## config.mk

```make
export PLATFORM = sky130hd
export DESIGN_NAME = counter_sched_flat
export DESIGN_NICKNAME = d
export VERILOG_FILES = /design/src/rtl/counter_sched_pkg.sv /design/src/rtl/counter_sched_if.sv /design/src/rtl/counter_sched_rr_arbiter.sv /design/src/rtl/counter_sched.sv /design/src/flat_wrapper.sv
export SDC_FILE = /design/constraint.sdc
export NUM_CORES = 1
export LEC_CHECK = 0
export CELL_PAD_IN_SITES_DETAIL_PLACEMENT = 2
export CELL_PAD_IN_SITES_GLOBAL_PLACEMENT = 2
export CORE_ASPECT_RATIO = 0.75
export CORE_MARGIN = 2
export CORE_UTILIZATION = 28
export CTS_BUF_LIST = sky130_fd_sc_hd__clkbuf_4
export DETAILED_ROUTE_END_ITERATION = 12
export GPL_TIMING_DRIVEN = 0
export PLACE_DENSITY = 0.95
export REMOVE_ABC_BUFFERS = 1
export SLEW_MARGIN = 20
export SYNTH_ARGS = -nofsm -noshare
export SYNTH_HDL_FRONTEND = slang
export SYNTH_SLANG_ARGS = --single-unit
```

## constraint.sdc

```tcl
create_clock -name clk -period 9.1 [get_ports clk]
set_clock_uncertainty 0.05 [all_clocks]
set_input_delay 1.82 -clock clk [delete_from_list [all_inputs] [get_ports clk]]
set_output_delay 1.82 -clock clk [all_outputs]
set_load 0.02 [all_outputs]
```

## src/rtl/counter_sched_pkg.sv

```systemverilog
// Shared types and constants for the counter scheduler: FSM state encoding,
// default counter width and terminal-value helpers.
package counter_sched_pkg;

  localparam int unsigned CNT_W_DEF = 8;

  typedef enum logic [1:0] {
    StIdle,
    StLoad,
    StRun,
    StDone
  } state_e;

  // Terminal value when counting up: all ones at width w.
  function automatic logic [31:0] term_up(input int unsigned w);
    return (w >= 32) ? 32'hFFFF_FFFF : ((32'd1 << w) - 32'd1);
  endfunction

  function automatic logic [31:0] term_down();
    return 32'd0;
  endfunction

endpackage

```

## src/rtl/counter_sched_if.sv

```systemverilog
// Requester-side handshake bundle: per-requester request, start value and
// direction in, one-hot grant and done pulse back.
interface counter_sched_if #(
  parameter int unsigned N_REQ = 4,
  parameter int unsigned CNT_W = 8
);

  logic [N_REQ-1:0]       req;
  logic [N_REQ*CNT_W-1:0] req_val;
  logic [N_REQ-1:0]       req_dir;
  logic [N_REQ-1:0]       grant;
  logic [N_REQ-1:0]       done;

  modport master (
    output req,
    output req_val,
    output req_dir,
    input  grant,
    input  done
  );

  modport slave (
    input  req,
    input  req_val,
    input  req_dir,
    output grant,
    output done
  );

endinterface

```

## src/rtl/counter_sched_rr_arbiter.sv

```systemverilog
// Combinational round-robin pick: first set request at or after the pointer,
// wrapping. The pointer itself lives in the parent.
module counter_sched_rr_arbiter #(
  parameter int unsigned N_REQ = 4,
  parameter int unsigned IDX_W = 2
) (
  input  logic [N_REQ-1:0] req_i,
  input  logic [IDX_W-1:0] ptr_i,
  output logic [N_REQ-1:0] grant_o,
  output logic [IDX_W-1:0] idx_o,
  output logic             valid_o
);

  always_comb begin
    int unsigned j;
    logic        found;
    grant_o = '0;
    idx_o   = '0;
    found   = 1'b0;
    j       = 0;
    for (int unsigned i = 0; i < N_REQ; i++) begin
      j = (32'(ptr_i) + i) % N_REQ;
      if (!found && req_i[j]) begin
        found      = 1'b1;
        grant_o[j] = 1'b1;
        idx_o      = IDX_W'(j);
      end
    end
    valid_o = found;
  end

endmodule

```

## src/rtl/counter_sched.sv

```systemverilog
// Round-robin scheduler sharing one up/down counter among N_REQ requesters.
// Optional Hold input enabled by defining COUNTER_SCHED_HOLD_EN.
module counter_sched
  import counter_sched_pkg::*;
#(
  parameter int unsigned N_REQ = 4,
  parameter int unsigned CNT_W = CNT_W_DEF
) (
  input  logic             clk,
  input  logic             rst_n,
  counter_sched_if.slave   rq,
  output logic             busy,
  output logic [CNT_W-1:0] cnt_in,
  output logic             cnt_load,
  output logic             cnt_e,
  output logic             cnt_d,
  input  logic [CNT_W-1:0] cnt_q
`ifdef COUNTER_SCHED_HOLD_EN
  ,
  input  logic             hold
`endif
);

  localparam int unsigned IDX_W = (N_REQ > 1) ? $clog2(N_REQ) : 1;
  localparam logic [CNT_W-1:0] TERM_UP   = CNT_W'(term_up(CNT_W));
  localparam logic [CNT_W-1:0] TERM_DOWN = CNT_W'(term_down());

  state_e           state_q, state_d;
  logic [IDX_W-1:0] idx_q, idx_d;
  logic [IDX_W-1:0] ptr_q, ptr_d;
  logic [CNT_W-1:0] val_q, val_d;
  logic             dir_q, dir_d;

  logic [N_REQ-1:0] arb_grant;
  logic [IDX_W-1:0] arb_idx;
  logic             arb_valid;
  logic [IDX_W-1:0] ptr_next;
  logic [N_REQ-1:0] grant_vec;
  logic             req_own;
  logic             at_term;
  logic             hold_w;

`ifdef COUNTER_SCHED_HOLD_EN
  assign hold_w = hold;
`else
  assign hold_w = 1'b0;
`endif

  counter_sched_rr_arbiter #(
    .N_REQ (N_REQ),
    .IDX_W (IDX_W)
  ) u_arb (
    .req_i   (rq.req),
    .ptr_i   (ptr_q),
    .grant_o (arb_grant),
    .idx_o   (arb_idx),
    .valid_o (arb_valid)
  );

  assign req_own  = rq.req[idx_q];
  assign at_term  = (cnt_q == (dir_q ? TERM_DOWN : TERM_UP));
  assign ptr_next = (idx_q == IDX_W'(N_REQ - 1)) ? '0 : idx_q + 1'b1;

  always_ff @(posedge clk or negedge rst_n) begin
    if (!rst_n) begin
      state_q <= StIdle;
      idx_q   <= '0;
      ptr_q   <= '0;
      val_q   <= '0;
      dir_q   <= 1'b0;
    end else begin
      state_q <= state_d;
      idx_q   <= idx_d;
      ptr_q   <= ptr_d;
      val_q   <= val_d;
      dir_q   <= dir_d;
    end
  end

  always_comb begin
    state_d = state_q;
    idx_d   = idx_q;
    ptr_d   = ptr_q;
    val_d   = val_q;
    dir_d   = dir_q;
    unique case (state_q)
      StIdle: begin
        if (arb_valid) begin
          idx_d   = arb_idx;
          val_d   = rq.req_val[32'(arb_idx) * CNT_W +: CNT_W];
          dir_d   = |(arb_grant & rq.req_dir);
          state_d = StLoad;
        end
      end
      StLoad: begin
        if (!req_own) begin
          ptr_d   = ptr_next;
          state_d = StIdle;
        end else begin
          state_d = StRun;
        end
      end
      StRun: begin
        // Abort wins over terminal; terminal wins over hold.
        if (!req_own) begin
          ptr_d   = ptr_next;
          state_d = StIdle;
        end else if (at_term) begin
          state_d = StDone;
        end
      end
      StDone: begin
        ptr_d   = ptr_next;
        state_d = StIdle;
      end
      default: state_d = StIdle;
    endcase
  end

  always_comb begin
    grant_vec = '0;
    if (state_q != StIdle) grant_vec[idx_q] = 1'b1;
  end

  assign rq.grant = grant_vec;
  assign rq.done  = (state_q == StDone) ? grant_vec : '0;
  assign busy     = (state_q != StIdle);
  assign cnt_load = (state_q == StLoad);
  assign cnt_in   = (state_q == StLoad) ? val_q : '0;
  assign cnt_d    = busy ? dir_q : 1'b0;

  always_comb begin
    cnt_e = 1'b0;
    unique case (state_q)
      StLoad:  cnt_e = req_own;
      StRun:   cnt_e = req_own && !at_term && !hold_w;
      default: cnt_e = 1'b0;
    endcase
  end

endmodule

```

## src/flat_wrapper.sv

```systemverilog
// flat-port wrapper written by rule: the top's interface ports become plain ports
module counter_sched_flat import counter_sched_pkg::*;
#(
  parameter int unsigned N_REQ = 4,
  parameter int unsigned CNT_W = CNT_W_DEF
)
  (clk, rst_n, busy, cnt_in, cnt_load, cnt_e, cnt_d, cnt_q, rq_req, rq_req_val, rq_req_dir, rq_grant, rq_done);
  counter_sched_if #(.N_REQ(N_REQ), .CNT_W(CNT_W)) rq_i ();
  input  logic clk;
  input  logic rst_n;
  output logic busy;
  output logic [CNT_W-1:0] cnt_in;
  output logic cnt_load;
  output logic cnt_e;
  output logic cnt_d;
  input  logic [CNT_W-1:0] cnt_q;
  input wire logic [$bits(rq_i.req)-1:0] rq_req;
  input wire logic [$bits(rq_i.req_val)-1:0] rq_req_val;
  input wire logic [$bits(rq_i.req_dir)-1:0] rq_req_dir;
  output wire logic [$bits(rq_i.grant)-1:0] rq_grant;
  output wire logic [$bits(rq_i.done)-1:0] rq_done;
  assign rq_i.req = rq_req;
  assign rq_i.req_val = rq_req_val;
  assign rq_i.req_dir = rq_req_dir;
  assign rq_grant = rq_i.grant;
  assign rq_done = rq_i.done;
  counter_sched #(.N_REQ(N_REQ), .CNT_W(CNT_W)) u_core (.clk(clk), .rst_n(rst_n), .rq(rq_i), .busy(busy), .cnt_in(cnt_in), .cnt_load(cnt_load), .cnt_e(cnt_e), .cnt_d(cnt_d), .cnt_q(cnt_q));
endmodule
```

# Word-level counts from Yosys, hierarchy flattened
# Cells that the tools add are included.
# classes
addsub	4
n_lt_le_gt_ge	10
n_eq_ne	8
shift	1
muxes	46
bitwise_logic	4
reduce_logical	21
# ops
op	count
32-bit by 6-bit variable part select with 8-bit output	1
4-bit two-way mux	6
2-bit two-way mux	10
8-bit two-way mux	2
2-bit by 3-bit < comparator with 1-bit output, second input constant	5
1-bit two-way mux	15
4-bit bitwise OR	3
1-bit binary-select mux with 2-bit select	5
1-bit demux with 2-bit select	5
2-bit by 1-bit >= comparator with 1-bit output, second input constant	5
1-bit logical AND	9
8-bit equality test	1
2-bit case mux with 4 select lines	1
2-bit equality test, second input constant	3
2-bit AND reduction	3
2-bit by 1-bit adder with 2-bit output, second input constant	2
2-bit adder, second input constant	2
4-bit bitwise AND	1
1-bit zero test	4
2-bit case mux with 2 select lines	1
2-bit nonzero test	2
4-bit OR reduction	1
3-bit != test, second input constant	1
2-bit by 1-bit equality test with 1-bit output, second input constant	1
5 further kinds	5
# word_totals
reg_bits	15
inputBits	50
output_inout_bits	20

# Depth between registers and ports, before layout
# logic_depth
depth_word	14
mapped_depth	12

# Hierarchy
# Synthesis repeated with hierarchy kept, for this count alone.
# hier_totals
hier_cells	139
area_unflattened_um2	1526.5
# by_module_without_submodules
module	n_inst	cells_per_inst	area_per_inst_um2
counter_sched	1	94	1107.3
counter_sched_rr_arbiter	1	45	419.2

# Least setup slack after synthesis
# OpenSTA, ideal clock, no wires.
# synth_path
kind	input-to-output
from	in rq_req[1]
to	out cnt_e
arrival_ns	3.045
path_slack_ns	4.185
path_stages	6
n_path_buf	1
path_cell_list	clkbuf_2 mux4_2 nand2_1 a311oi_1 a21oi_1 nor2b_1
# synth_between
elab_chain_len	4
# synth_lines
element	line	rtl
from (decl)	flat_wrapper.sv:17	input wire logic [$bits(rq_i.req)-1:0] rq_req;
1-bit binary-select mux with 2-bit select *	counter_sched.sv:60	assign req_own = rq.req[idx_q];
1-bit two-way mux (implied by the code) *	counter_sched.sv:60	
1-bit logical AND	counter_sched.sv:136	StRun: cnt_e = req_own && !at_term && !hold_w;
1-bit case mux with 2 select lines *	counter_sched.sv:134	unique case (state_q)
to (decl)	flat_wrapper.sv:14	output logic cnt_e;
# Mark *: on every way between the ends. The rest lies on a longest branch, timed or not. The select of a mux whose other input is x is not followed.

# Worst setup path after layout
# layout_path
from	in rq_req[2]
to	out cnt_e
# The elaborated chain is that of the path after synthesis.

==> results.md <==
* GRT overflow at 0
* Post-synth ARST share at between 90% and 100%
* Synth warn at 0
* Share of the synthesized area in the top cell type at around 20%
* Register area share after synthesis at 20.6%
* Critical path capture point type: output pin
* Type of the most critical hold path: reg2reg
* WL/cell at 20.4 um
* DR vias/cell at 5.56
* Main synth FF type: dfrtp_1
* Setup repair bufs after CTS at 0
* First-iteration detailed-routing DRC count at roughly 120
* Final Hold Vio Count at 0
* DRT Pass-1 Iters at 5
* Max Buffers Root-to-Sink at 2
* Top sig layer: met4
* CP Launch Type: input pin
* CP arrival at between 4 and 5 ns
* Starting Density at about 29%
* CP startpoint: rq_req[2]
* GPL Wtd Cong at about 0.74
* Critical path peak fanout at 9
* Metal2 WL at 3610 um
* PnR worst setup slack at 2.93 ns
* DRC violations left at 0
* Syn_area_per_cell at 8.84 um2
* M1 WL at about 3200 um
* RR Startpoint: u_core.ptr_q[0]
* RSZ-0062 raised after global routing: false
* Cells after DPL at between 300 and 400
* Setup slack at placement at between 3 and 4 ns
* Ports at 70
* Global Route Usage Sum at approximately a fifth
* Largest net degree at the start of global routing at 29
* Num rows at 25
* Setup Viol. Count Final at 0
* Total leakage power at around 0.0010 uW
* N_diodes at 0
* DP Area at 2540 um2
* Nets@finish at about 340
* Number of H-tree levels at 1
* CTS tree: built
* Die area at ~7200 um2
* Fin. max-slew vios at 0
* Vias at just under 2000
* Initial antenna violation count at 0
* Register clock-pin slew on the reported worst setup and hold paths at ~0.1 ns
* Non-Filler Instances at ~350
* Antenna Nets Post-Route at 0
* First-pass GRT wire length at 11600 um
* Clk Latency, worst-skew pair at 0.30 ns
* Synth unique cells at 47
* Mapped cell area at around 1800 um2
* Maximum vdd drop at 0.0789 mV
* Final Cell Area at 2570 um2
* Mapped Cells at between 200 and 250
* CTS sink cnt at 15
* Hold wc startpoint: u_core.val_q[2]
* Worst path required time at 7.23 ns
* Die width at between 90 and 100 um
* Dominant cell type by area after synthesis: dfrtp_1
* Number of max-cap violations at 0
* Root buffer cell: clkbuf_4
* Met3 wire length at between 200 and 300 um
* Floorplan die height at 73.9 um
* Synth Register Bits at 15
* Share of cells above drive strength 1 at about an eighth
* Tmin final at approximately 6.2 ns
* CP Class: in2out
* Post-cts resize count at 0
* Fmax at ~0.16 GHz
* IO buf count at 69
* Total wire length at 7170 um
* Period utilization at roughly two thirds
* Pwr/cell area at 324 nW/um2
* EDFF count, synth at 0
* Num CTS Buffers at 3
* Top post-synthesis cells by area: dfrtp_1, ha_1, mux2i_1
* Status: finished clean
* Cts hold-fix bufs at 0
* Slew margin rel. at a little over two fifths
* Number of global-route vias before repair at 2161
* Worst Tran Pin Value at roughly 0.84 ns
* Hpwl dp at approximately 5600 um
* Core ar. at 6290 um2
* Sum Neg Setup Slack at 0 ns
* Layout area overhead at 40.9%
* Total power at between 800 and 900 uW
[area by class of cell]
| type | instances | area, um2 |
|---|---|---|
| timing repair buffer | 70 | 698 |
| multi-input combinational | 173 | 1330 |
| sequential | 15 | 377 |
| clock inverter | 1 | 5.00 |
| inverter | 9 | 33.8 |
| tap | 81 | 101 |
| fill | 708 | 3720 |
| clock buffer | 3 | 22.5 |
[cell usage in the layout, fill, tap and decap left out, types with 6 or more instances in the layout]
| cell type | synthesis | final |
|---|---|---|
| a21oi_1 | 8 | 8 |
| and2_1 | 13 | 13 |
| clkdlybuf4s50_1 | 0 | 69 |
| dfrtp_1 | 15 | 14 |
| ha_1 | 16 | 16 |
| inv_1 | 9 | 9 |
| mux2_2 | 8 | 8 |
| mux2i_1 | 9 | 9 |
| nand2_1 | 15 | 15 |
| nor2_1 | 21 | 21 |
| nor2b_1 | 6 | 6 |
| o211ai_1 | 8 | 8 |
| o21ai_0 | 8 | 7 |
| or4_1 | 6 | 6 |
[stage by stage]
step / hold WS (ns) / util, %
2_1_floorplan: 0.398 / -
3_3_place_gp: 0.410 / 40.2
3_5_place_dp: 0.426 / 40.4
4_1_cts: 0.450 / 40.8
5_1_grt: 0.469 / 40.8
6_report: 0.441 / 40.8
[logic make-up after synthesis]
group / synth area share [%]
and+or+nand+nor: 25.7
AOI/OAI and AO/OA: 19.8
muxes: 16.5
DFF: 20.6
buffers and inverters: 6.46
adders and majority gates: 11.0
[cell usage after synthesis, types with 5 or more instances]
cell      number
a21oi_1        8
a222oi_1       5
and2_1        13
and3_2         5
dfrtp_1       15
ha_1          16
inv_1          9
mux2_2         8
mux2i_1        9
nand2_1       15
nand3_1        5
nor2_1        21
nor2b_1        6
o211ai_1       8
o21ai_0        8
or4_1          6
[worst max-delay path: stages]
cell and delay (ns):
clkdlybuf4s50_1 0.65, mux4_2 0.35, nand2_1 0.09, a311oi_1 0.50, a21oi_1 0.10, nor2b_1 0.15
clkdlybuf4s50_1 0.63
[registers in the layout (all words and copies together) (netlist names)]
register / flops
u_core.idx_q: 2
u_core.val_q: 8
u_core.state_q: 2
u_core.dir_q: 1
u_core.ptr_q: 2
[worst paths after layout]
path | endpoint | slack [ns] | cells after the start
worst max-delay path | cnt_e | 2.93 | 7
worst min-delay path | u_core.val_q[2] | 0.44 | 2
worst max register to register | u_core.val_q[7] | 5.20 | 8
worst min register to register | u_core.val_q[2] | 0.44 | 2
max in group asynchronous | u_core.ptr_q[0] | 6.59 | 1
min in group asynchronous | u_core.state_q[1] | 1.90 | 1
[layer usage]
metal / vias up / GRT usage [%]
li1: 910 / -
met1: 979 / 26.1
met2: 62 / 37.8
met3: 6 / 1.81
met4: 0 / 3.76
met5: - / 0
[power breakdown]
part           total [uW]  internal (uW)  switching, uW  leakage (uW)
Clock                41.7           16.4           25.3     0.0000177
Sequential            151            101           49.7      0.000182
Combinational         639            277            362      0.000815
Total                 832            395            437       0.00101
(Power assumes the default switching activity.)
